### config.mk
export PLATFORM = sky130hd
export DESIGN_NAME = skew_aggregator
export DESIGN_NICKNAME = d
export VERILOG_FILES = /design/src/rtl/lvg_agg_pkg.sv /design/src/rtl/agg_cell.sv /design/src/rtl/skew_aggregator.sv
export SDC_FILE = /design/constraint.sdc
export NUM_CORES = 1
export LEC_CHECK = 0
export CAP_MARGIN = 10
export CORE_MARGIN = 4
export CORE_UTILIZATION = 25
export CTS_CLUSTER_DIAMETER = 150
export DETAILED_ROUTE_END_ITERATION = 7
export PLACE_DENSITY = 0.46
export SLEW_MARGIN = 20
export SYNTH_ARGS = -nofsm -noshare
export SYNTH_HDL_FRONTEND = slang
export SYNTH_SLANG_ARGS = --single-unit
### constraint.sdc
create_clock -name clk -period 29.5 [get_ports clk]
set_input_delay 5.9 -clock clk [delete_from_list [all_inputs] [get_ports clk]]
set_output_delay 5.9 -clock clk [all_outputs]
set_load 0.05 [all_outputs]
### src/rtl/lvg_agg_pkg.sv
// Shared types and wavefront geometry helpers for the LVG skew aggregator.
// Optional feature macro used by this slice: SKEW_AGG_ACCUM_EN.
package lvg_agg_pkg;

    typedef enum logic {
        COLLECT = 1'b0,
        FULL    = 1'b1
    } agg_state_t;

    // Number of anti-diagonal wavefronts in an n x n tile.
    function automatic int waves(input int n);
        return 2 * n - 1;
    endfunction

    // Number of meaningful lanes on wavefront k.
    function automatic int diag_len(input int k, input int n);
        return (k + 1 < 2 * n - 1 - k) ? k + 1 : 2 * n - 1 - k;
    endfunction

    // Row carried by lane j of wavefront k.
    function automatic int diag_row(input int k, input int j, input int n);
        return j + ((k > n - 1) ? k - (n - 1) : 0);
    endfunction

endpackage

### src/rtl/agg_cell.sv
// One tile element register with write enable and optional accumulate.
// The adder exists only when SKEW_AGG_ACCUM_EN is defined.
module agg_cell
    import lvg_agg_pkg::*;
#(
    parameter int DATA_W = 32
) (
    input  logic              clk,
    input  logic              rst,
    input  logic              i_we,
    input  logic              i_acc,
    input  logic [DATA_W-1:0] i_d,
    output logic [DATA_W-1:0] o_q
);

    logic [DATA_W-1:0] r_q;

`ifdef SKEW_AGG_ACCUM_EN
    // Overwrite or wrap-around accumulate on write.
    always_ff @(posedge clk or posedge rst) begin
        if (rst) begin
            r_q <= '0;
        end else if (i_we) begin
            r_q <= i_acc ? r_q + i_d : i_d;
        end
    end
`else
    logic w_unused_acc;
    assign w_unused_acc = i_acc;

    // Plain overwrite on write.
    always_ff @(posedge clk or posedge rst) begin
        if (rst) begin
            r_q <= '0;
        end else if (i_we) begin
            r_q <= i_d;
        end
    end
`endif

    assign o_q = r_q;

endmodule

### src/rtl/skew_aggregator.sv
// De-skews N-lane anti-diagonal wavefronts into a registered N x N tile.
// Optional in-place accumulation is enabled by SKEW_AGG_ACCUM_EN.
module skew_aggregator
    import lvg_agg_pkg::*;
#(
    parameter int N      = 4,
    parameter int DATA_W = 32
) (
    input  logic                  clk,
    input  logic                  rst,
    input  logic [N*DATA_W-1:0]   in_data,
    input  logic                  in_valid,
    output logic                  in_ready,
    input  logic                  in_accum,
    input  logic                  clear,
    output logic [N*N*DATA_W-1:0] out_mat,
    output logic                  out_valid,
    input  logic                  out_ready,
    output logic                  busy
);

    localparam int WAVES = waves(N);
    localparam int WV_W  = $clog2(WAVES);

    agg_state_t      r_state;
    logic [WV_W-1:0] r_wv;
    logic            r_out_valid;
    logic            r_busy;
    logic            w_accept;
    logic            w_last;
    logic            w_acc_sel;

    assign in_ready = (r_state == COLLECT) ||
                      (r_state == FULL && out_ready);
    assign w_accept = in_valid && in_ready && !clear;
    assign w_last   = (r_wv == WV_W'(WAVES - 1));

    // Wave counter and COLLECT/FULL sequencing; clear aborts the tile.
    always_ff @(posedge clk or posedge rst) begin
        if (rst) begin
            r_state     <= COLLECT;
            r_wv        <= '0;
            r_out_valid <= 1'b0;
            r_busy      <= 1'b0;
        end else if (clear) begin
            r_state     <= COLLECT;
            r_wv        <= '0;
            r_out_valid <= 1'b0;
            r_busy      <= 1'b0;
        end else begin
            unique case (r_state)
                COLLECT: begin
                    if (in_valid) begin
                        if (w_last) begin
                            r_state     <= FULL;
                            r_wv        <= '0;
                            r_out_valid <= 1'b1;
                            r_busy      <= 1'b0;
                        end else begin
                            r_wv   <= r_wv + WV_W'(1);
                            r_busy <= 1'b1;
                        end
                    end
                end
                FULL: begin
                    if (out_ready) begin
                        r_state     <= COLLECT;
                        r_out_valid <= 1'b0;
                        if (in_valid) begin
                            r_wv   <= WV_W'(1);
                            r_busy <= 1'b1;
                        end
                    end
                end
                default: r_state <= COLLECT;
            endcase
        end
    end

`ifdef SKEW_AGG_ACCUM_EN
    logic r_accum;

    // Latch the accumulate mode with wavefront 0 for the rest of the tile.
    always_ff @(posedge clk or posedge rst) begin
        if (rst) begin
            r_accum <= 1'b0;
        end else if (w_accept && r_wv == '0) begin
            r_accum <= in_accum;
        end
    end

    assign w_acc_sel = (r_wv == '0) ? in_accum : r_accum;
`else
    logic w_unused_accum;
    assign w_unused_accum = in_accum;
    assign w_acc_sel      = 1'b0;
`endif

    // Cell (r,c) sits on diagonal r+c and is fed by the lane carrying row r.
    for (genvar r = 0; r < N; r++) begin : g_row
        for (genvar c = 0; c < N; c++) begin : g_col
            localparam int K = r + c;
            localparam int J = r - diag_row(K, 0, N);
            logic w_we;
            assign w_we = w_accept && (r_wv == WV_W'(K));
            agg_cell #(
                .DATA_W (DATA_W)
            ) u_cell (
                .clk   (clk),
                .rst   (rst),
                .i_we  (w_we),
                .i_acc (w_acc_sel),
                .i_d   (in_data[J*DATA_W +: DATA_W]),
                .o_q   (out_mat[(r*N+c)*DATA_W +: DATA_W])
            );
        end
    end

    assign out_valid = r_out_valid;
    assign busy      = r_busy;

endmodule

==> impl_metrics.json, run 1 <==
{
  "dieArea_um2": 82800,
  "cp_max_fo": 7,
  "clkTransAtPathRegs_ns": 0.05,
  "hpwlAfterDp_mm": 45.2,
  "hold_viol": 0,
  "grt_pass1_vias": 13200,
  "area_growth_pct": 48.6,
  "fp.dieW_um": 288,
  "min_period_ns": 13.70,
  "ios": 649,
  "status": "finished, final reports clean",
  "cp.required_ns": 23.60,
  "multi_input_area_um2": 6250,
  "first_pass_iters": 4,
  "ys_seq_elements": 518,
  "power_density_nw_per_um2": 90.7,
  "skew_ns": 0.0239,
  "clock_path_buffers": 3,
  "htreeDepth": 2,
  "cts_hold_buf": 0,
  "final_layout_size_suffix_gt1_frac": 0.337,
  "place_congestion": 0.742,
  "path_common_cell": "clkdlybuf4s50_1",
  "vias_per_cell": 4.20,
  "rsz0062_at_grt": "no",
  "drt_iter0_drc": 357,
  "fp.dieH_um": 288,
  "slew_headroom": 0.352,
  "io_buffer_count": 647,
  "regArea_um2": 13000,
  "layout_commonest_cell": "clkdlybuf4s50_1",
  "crit_chain": "clkdlybuf4s50_1 -> and2b_4 -> clkinv_1 -> clkdlybuf4s50_1",
  "coreArea_um2": 77500,
  "layout.nets": 1933,
  "crit_path_start_kind": "input pin",
  "start_util": 0.253,
  "synth_cells": 1124,
  "cts_tree": "yes",
  "max_cap_violations": 0,
  "hp-class": "reg2reg",
  "max_freq_ghz": 0.0730,
  "p_int_w": 0.00161,
  "cts_resized": 0,
  "slowest_delay_ns": 0.86,
  "synth.distinct_cells": 30,
  "cts_root_buf": "clkbuf_16",
  "reg2reg_depth": 6,
  "num_rows": 102,
  "pwr-share-seq": 0.347,
  "critPathTopFamily": "buffers and inverters",
  "stdcell_area_um2": 29100,
  "wl_per_cell_um": 22.3,
  "drc": 0,
  "track_usage": 0.150,
  "path_class": "in2out",
  "setup-tns-final_ns": 0,
  "fin_cells": 2880,
  "nFillCells": 7408,
  "worst_slew_pin_slew_ns": 0.973,
  "crit_slowest_cell": "clkdlybuf4s50_1",
  "wl_mm": 64.3,
  "dpl.cell_count": 2775,
  "p_comb_frac": 0.380,
  "synth_warnings": 0,
  "avgSynthCellArea_um2": 17.4,
  "crit_buf_inv": 3,
  "clockPowerShare": 0.272,
  "place_area_um2": 27100,
  "postCtsSetupRepairBufs": 0,
  "vias": 12100,
  "setup.worst_path.end_class": "primary output",
  "cts_inserted_buffers": 60,
  "finalCritPeriodShare": 0.464,
  "worst_ep_arrival_time_ns": 7.80,
  "seq_area_frac_synth": 0.662,
  "peakVddDrop_v": 0.0000492,
  "maxSlewViolCount": 0,
  "grt_pass1_wl_mm": 93.1,
  "power.leakage_nw": 13.1,
  "grt_max_degree": 124,
  "swShare": 0.388,
  "mostFrequentLayoutCells": "clkdlybuf4s50_1 (647), dfrtp_1 (518), mux2_2 (447)",
  "synth_nets": 1259,
  "clkLatencyLatePin_ns": 0.62,
  "antenna_found_initial": 1,
  "cp.depth": 4,
  "setup_viol_count_final": 0,
  "synth_area_um2": 19600,
  "cts.sinks": 518,
  "whs_path_depth": 1,
  "overflow": 0,
  "power.switching_w": 0.00102,
  "drt.antenna.violating_nets": 0
}
[power groups by stage]
stage / Clock [W] / Combinational [W] / Sequential, W
final: 0.000718 / 0.00100 / 0.000916
after global routing: 0.000773 / 0.00103 / 0.000935
after CTS: 0.000748 / 0.00102 / 0.000917
after detailed placement: 0 / 0.00101 / 0.000928
after global placement: 0 / 0.00101 / 0.000923
after floorplan: 0 / 0.000137 / 0.00141
[registers in the layout, summed over array words and instances, names as in the netlist]
register	flops
busy	1
g_row.g_col.u_cell.o_q	512
out_valid	1
r_state	1
r_wv	3
[cells by family after synthesis]
| logic type | synth area share |
|---|---|
| flip-flops | 0.662 |
| multiplexers | 0.306 |
| buffers and inverters | 0.0195 |
| AND/OR/NAND/NOR | 0.00863 |
| AO/OA/AOI/OAI | 0.00256 |
| adder cells (fa/ha/maj) | 0.000639 |
[metrics by stage]
| stage | hold WS [ns] | util | worst slack, ns | total power [W] |
|---|---|---|---|---|
| 4_1_cts | 0.487 | 0.375 | 15.80 | 0.00268 |
| 6_report | 0.478 | 0.375 | 15.80 | 0.00264 |
| 3_5_place_dp | 0.474 | 0.350 | 15.82 | 0.00194 |
| 2_1_floorplan | 0.568 | - | 9.13 | 0.00155 |
| 3_3_place_gp | 0.471 | 0.350 | 15.83 | 0.00193 |
| 5_1_grt | 0.504 | 0.375 | 15.72 | 0.00274 |
[worst paths after layout]
path,start,end,slack (ns)
max in group asynchronous,rst,g_row[2].g_col[2].u_cell.o_q[21]$_DFFE_PP0P_,21.30
setup / recovery,out_ready,in_ready,15.80
hold / removal,g_row[0].g_col[1].u_cell.o_q[19]$_DFFE_PP0P_,g_row[0].g_col[1].u_cell.o_q[19]$_DFFE_PP0P_,0.48
setup reg to reg,r_state$_DFF_PP0_,g_row[3].g_col[0].u_cell.o_q[5]$_DFFE_PP0P_,26.70
hold reg to reg,g_row[0].g_col[1].u_cell.o_q[19]$_DFFE_PP0P_,g_row[0].g_col[1].u_cell.o_q[19]$_DFFE_PP0P_,0.48
min in group asynchronous,rst,g_row[1].g_col[1].u_cell.o_q[6]$_DFFE_PP0P_,5.86
[metal layers]
metal,track usage,routed length (um)
met5,0,0
met4,0.0487,2020
met3,0.0504,5210
met2,0.261,32300
met1,0.175,24800
[synthesized netlist by cell type]
library cell | n | area (um2)
inv_1 | 2 | 7.51
nand2_1 | 3 | 11.3
or4_1 | 1 | 7.51
o21ai_0 | 2 | 10.0
buf_8 | 6 | 90.1
and2_1 | 1 | 6.26
clkinv_1 | 1 | 3.75
nor2_1 | 4 | 15.0
inv_2 | 1 | 3.75
nand3_1 | 3 | 15.0
nand3b_1 | 1 | 7.51
or2_2 | 1 | 6.26
nor2b_1 | 2 | 12.5
a21oi_1 | 5 | 25.0
buf_4 | 4 | 30.0
nor4_4 | 1 | 21.3
a31oi_1 | 1 | 6.26
mux2_4 | 60 | 901
a2bb2oi_1 | 1 | 8.76
mux2_1 | 5 | 56.3
or3b_2 | 1 | 8.76
dfrtp_1 | 518 | 13000
and2b_4 | 1 | 10.0
mux2_2 | 447 | 5030
nand2b_1 | 3 | 18.8
ha_1 | 1 | 12.5
buf_2 | 38 | 190
nor3_1 | 2 | 10.0
buf_6 | 5 | 56.3
nand4_1 | 3 | 18.8
[final cells by class]
type / count / share of cell area
multi-input combinational: 549 / 0.215
sequential: 518 / 0.446
inverter: 4 / 0.000775
antenna: 1 / 0.0000861
tap: 1040 / 0.0448
clock inverter: 8 / 0.00263
clock buffer: 95 / 0.0624
timing repair buffer: 665 / 0.228
(Power assumes the default switching activity.)
==> run 2, diff against run 1 <==
==> constraint.sdc (replaced) <==
create_clock -name clk -period 13.9 [get_ports clk]
set_input_delay 2.78 -clock clk [delete_from_list [all_inputs] [get_ports clk]]
set_output_delay 2.78 -clock clk [all_outputs]
set_load 0.05 [all_outputs]
==> impl_metrics.json, run 2 (synthesis results as in run 1) <==
{
  "crit_start": "out_ready",
  "max_cap_violations": 0,
  "final_layout_size_suffix_gt1_frac": 0.339,
  "max_freq_ghz": 0.135,
  "cts_root_buf": "clkbuf_16",
  "fin_cells": 2878,
  "mostFrequentLayoutCells": "clkdlybuf4s50_1 (647), dfrtp_1 (518), mux2_2 (447)",
  "cts_hold_buf": 0,
  "io_buffer_count": 647,
  "cp_max_fo": 7,
  "finish.utilization": 0.375,
  "setup.worst_path.end_class": "primary output",
  "maxSlewViolCount": 0,
  "path_class": "in2out",
  "ios": 649,
  "fp.dieH_um": 288,
  "track_usage": 0.153,
  "fp.dieW_um": 288,
  "min_period_ns": 7.42,
  "nFillCells": 7462,
  "power.leakage_nw": 13.1,
  "clkTransAtPathRegs_ns": 0.06,
  "layout.nets": 1933,
  "grt_pass1_vias": 13200,
  "largest_register_ffs": 512,
  "dpl.cell_count": 2775,
  "worst_ep_arrival_time_ns": 4.64,
  "hpwlAfterDp_mm": 45.3,
  "finalCritPeriodShare": 0.534,
  "htreeDepth": 2,
  "postCtsSetupRepairBufs": 0,
  "grt_pass1_wl_mm": 94.2,
  "clock_path_buffers": 3,
  "first_pass_iters": 4,
  "coreArea_um2": 77500,
  "vias_per_cell": 4.25,
  "setup-tns-final_ns": 0,
  "overflow": 0,
  "cts_tree": "yes",
  "peakVddDrop_v": 0.0000884,
  "drt_iter0_drc": 392,
  "hp-start": "g_row[0].g_col[1].u_cell.o_q[16]$_DFFE_PP0P_",
  "dieArea_um2": 82800,
  "area_growth_pct": 48.5,
  "cp.required_ns": 11.12,
  "cts.sinks": 518,
  "slew_headroom": 0.343,
  "drt.antenna.violating_nets": 0,
  "antenna_found_initial": 1,
  "place_area_um2": 27200,
  "cts_inserted_buffers": 59,
  "worst_slew_pin_slew_ns": 0.985,
  "crit_path_start_kind": "input pin",
  "setup_viol_count_final": 0,
  "whs_path_depth": 1,
  "start_util": 0.253,
  "hold_viol": 0,
  "cts_resized": 0,
  "stdcell_area_um2": 29100,
  "wl_per_cell_um": 22.7,
  "place_congestion": 0.763,
  "wl_mm": 65.4,
  "skew_ns": 0.0137,
  "clkLatencyLatePin_ns": 0.60,
  "p_total_w": 0.00557,
  "drc": 0,
  "power_density_nw_per_um2": 192,
  "vias": 12200,
  "hp-class": "reg2reg",
  "num_rows": 102,
  "status": "finished, final reports clean",
  "rsz0062_at_grt": "no",
  "grt_max_degree": 160,
  "layout_commonest_cell": "clkdlybuf4s50_1",
  "regToRegStartpoint": "r_state$_DFF_PP0_",
  "reg2reg_depth": 5
}
## run 2: path summary, 6_finish.rpt
check | endpoint | slack [ns]
setup / recovery | in_ready | 6.48
hold / removal | g_row[0].g_col[1].u_cell.o_q[16]$_DFFE_PP0P_ | 0.48
setup reg to reg | g_row[2].g_col[1].u_cell.o_q[20]$_DFFE_PP0P_ | 11.02
hold reg to reg | g_row[0].g_col[1].u_cell.o_q[16]$_DFFE_PP0P_ | 0.48
max in group asynchronous | g_row[3].g_col[3].u_cell.o_q[5]$_DFFE_PP0P_ | 9.40
min in group asynchronous | g_row[1].g_col[0].u_cell.o_q[10]$_DFFE_PP0P_ | 2.50
## run 2: critical path, stage by stage
cell,delay (ns)
clkdlybuf4s50_1,0.44
and2b_4,0.32
clkinv_1,0.25
clkdlybuf4s50_1,0.84
## run 2: report_power, final
group,switching [W],internal [W],total [W]
Sequential,0.000147,0.00180,0.00195
Clock,0.000616,0.000882,0.00150
Combinational,0.00140,0.000727,0.00213
Total,0.00217,0.00341,0.00557
## run 2: cell type report
type | count | area [um2] | area share
well taps | 1040 | 1300 | 0.0448
clock inverters | 9 | 47.5 | 0.00164
multi-input cells | 549 | 6240 | 0.215
flip-flops and latches | 518 | 13000 | 0.446
clock buffers | 91 | 1810 | 0.0622
diodes | 1 | 2.50 | 0.0000861
repair buffers | 666 | 6680 | 0.230
inverters | 4 | 18.8 | 0.000646
## run 2: per-stage QoR
stage               worst slack [ns]  hold slack, ns
finish                          6.48           0.481
floorplan                       4.08           0.568
CTS                             6.48           0.490
detailed placement              6.48           0.477
global placement                6.49           0.472
global route                    6.40           0.499
## run 2: per-layer routing
layer	track usage	routed length, um	vias up
met4	0.0463	1920	0
li1	-	-	5330
met1	0.176	25100	6419
met5	0	0	-
met3	0.0515	5250	102
met2	0.268	33200	390
==> run 3, diff against run 2 <==
==> constraint.sdc (replaced) <==
create_clock -name clk -period 7.05 [get_ports clk]
set_input_delay 1.41 -clock clk [delete_from_list [all_inputs] [get_ports clk]]
set_output_delay 1.41 -clock clk [all_outputs]
set_load 0.05 [all_outputs]
==> impl_metrics.json, run 3 (synthesis results as in run 1) <==
{
  "cp.required_ns": 5.64,
  "overflow": 0,
  "maxSlewViolCount": 0,
  "worst_slew_pin_slew_ns": 0.958,
  "wl_met1_mm": 25.2,
  "final_layout_size_suffix_gt1_frac": 0.337,
  "power_density_nw_per_um2": 378,
  "max_freq_ghz": 0.213,
  "status": "finished, final reports clean",
  "drc": 0,
  "clkTransAtPathRegs_ns": 0.05,
  "clkLatencyLatePin_ns": 0.60,
  "crit_slowest_cell": "clkdlybuf4s50_1",
  "coreArea_um2": 77500,
  "path_common_cell": "clkdlybuf4s50_1",
  "cts_inserted_buffers": 58,
  "layout_commonest_cell": "clkdlybuf4s50_1",
  "dieArea_um2": 82800,
  "rsz0062_at_grt": "no",
  "vias": 12100,
  "grt_pass1_vias": 13200,
  "fp.dieH_um": 288,
  "p_total_w": 0.0110,
  "hold_viol": 0,
  "path_class": "in2out",
  "area_growth_pct": 48.7,
  "antenna_found_initial": 2,
  "slowest_delay_ns": 0.84,
  "antenna_cells": 0,
  "finalCritPeriodShare": 0.666,
  "fin_cells": 2884,
  "hp-class": "reg2reg",
  "vias_per_cell": 4.20,
  "slew_headroom": 0.361,
  "drt_iter0_drc": 270,
  "setup.worst_path.end_class": "primary output",
  "fp.dieW_um": 288,
  "drt.antenna.violating_nets": 0,
  "track_usage": 0.151,
  "grt_max_degree": 164,
  "ios": 649,
  "cts_resized": 0,
  "power.leakage_nw": 13.2,
  "setup_viol_count_final": 0,
  "dpl.cell_count": 2781,
  "layout.nets": 1936,
  "route.met3.wl_mm": 4.97,
  "peakVddDrop_v": 0.000205,
  "start_util": 0.253,
  "hpwlAfterDp_mm": 45.9,
  "cts_root_buf": "clkbuf_16",
  "first_pass_iters": 6,
  "wl_per_cell_um": 22.4,
  "largest_register_ffs": 512,
  "clock_path_buffers": 3,
  "wl_mm": 64.5,
  "skew_ns": 0.00948,
  "postCtsSetupRepairBufs": 0,
  "worst-r2r-setup-slack_ns": 4.02,
  "place_congestion": 0.759,
  "min_period_ns": 4.70,
  "dr.max_layer_used": "met5",
  "mostFrequentLayoutCells": "clkdlybuf4s50_1 (647), dfrtp_1 (518), mux2_2 (447)",
  "crit_path_start_kind": "input pin",
  "cts_hold_buf": 0,
  "met2_length_mm": 32.5,
  "max_cap_violations": 0,
  "worst_ep_arrival_time_ns": 3.29,
  "grt_pass1_wl_mm": 93.8,
  "num_rows": 102,
  "crit_chain": "clkdlybuf4s50_1 -> and2b_4 -> clkinv_1 -> clkdlybuf4s50_1",
  "io_buffer_count": 647,
  "cts.sinks": 518,
  "cts_tree": "yes",
  "htreeDepth": 2,
  "cp_max_fo": 7
}
[run 3: area by class of cell]
cell class                 count  area (um2)
tap                         1040        1300
clock inverter                10         103
sequential                   518       13000
inverter                       4        18.8
clock buffer                  93        1770
timing repair buffer         670        6700
fill                        7390       48400
multi-input combinational    549        6240
[run 3: power breakdown]
part	internal, W	switching [W]
logic	0.00143	0.00276
registers	0.00355	0.000291
clock network	0.00177	0.00120
[run 3: stage by stage]
| step | hold slack [ns] | setup TNS, ns | worst slack, ns | area, um2 | util |
|---|---|---|---|---|---|
| after floorplan | 0.568 | -723.26 | -1.40 | 19600 | - |
| after global placement | 0.474 | 0 | 2.38 | 27200 | 0.351 |
| after detailed placement | 0.481 | 0 | 2.35 | 27200 | 0.351 |
| after CTS | 0.495 | 0 | 2.34 | 29100 | 0.376 |
| after global routing | 0.512 | 0 | 2.26 | 29100 | 0.376 |
| final | 0.487 | 0 | 2.35 | 29100 | 0.376 |
[run 3: final timing paths]
kind / from / end / cells past startpoint
max in group asynchronous: rst / g_row[2].g_col[2].u_cell.o_q[15]$_DFFE_PP0P_ / 4
min in group asynchronous: rst / g_row[3].g_col[1].u_cell.o_q[21]$_DFFE_PP0P_ / 2
min reg2reg: g_row[0].g_col[1].u_cell.o_q[16]$_DFFE_PP0P_ / g_row[0].g_col[1].u_cell.o_q[16]$_DFFE_PP0P_ / 1
max reg2reg: r_state$_DFF_PP0_ / g_row[3].g_col[0].u_cell.o_q[16]$_DFFE_PP0P_ / 5
max: out_ready / in_ready / 4
min: g_row[0].g_col[1].u_cell.o_q[16]$_DFFE_PP0P_ / g_row[0].g_col[1].u_cell.o_q[16]$_DFFE_PP0P_ / 1
[run 3: metal layers]
layer / track usage / vias up
met5: 0 / -
met4: 0.0430 / 2
met3: 0.0490 / 90
met2: 0.264 / 389
met1: 0.177 / 6297
li1: - / 5338
[run 3: critical path: cells and delay by family]
kind                   cells  cell delay (ns)
AND/OR/NAND/NOR            1             0.32
buffers and inverters      3             1.55
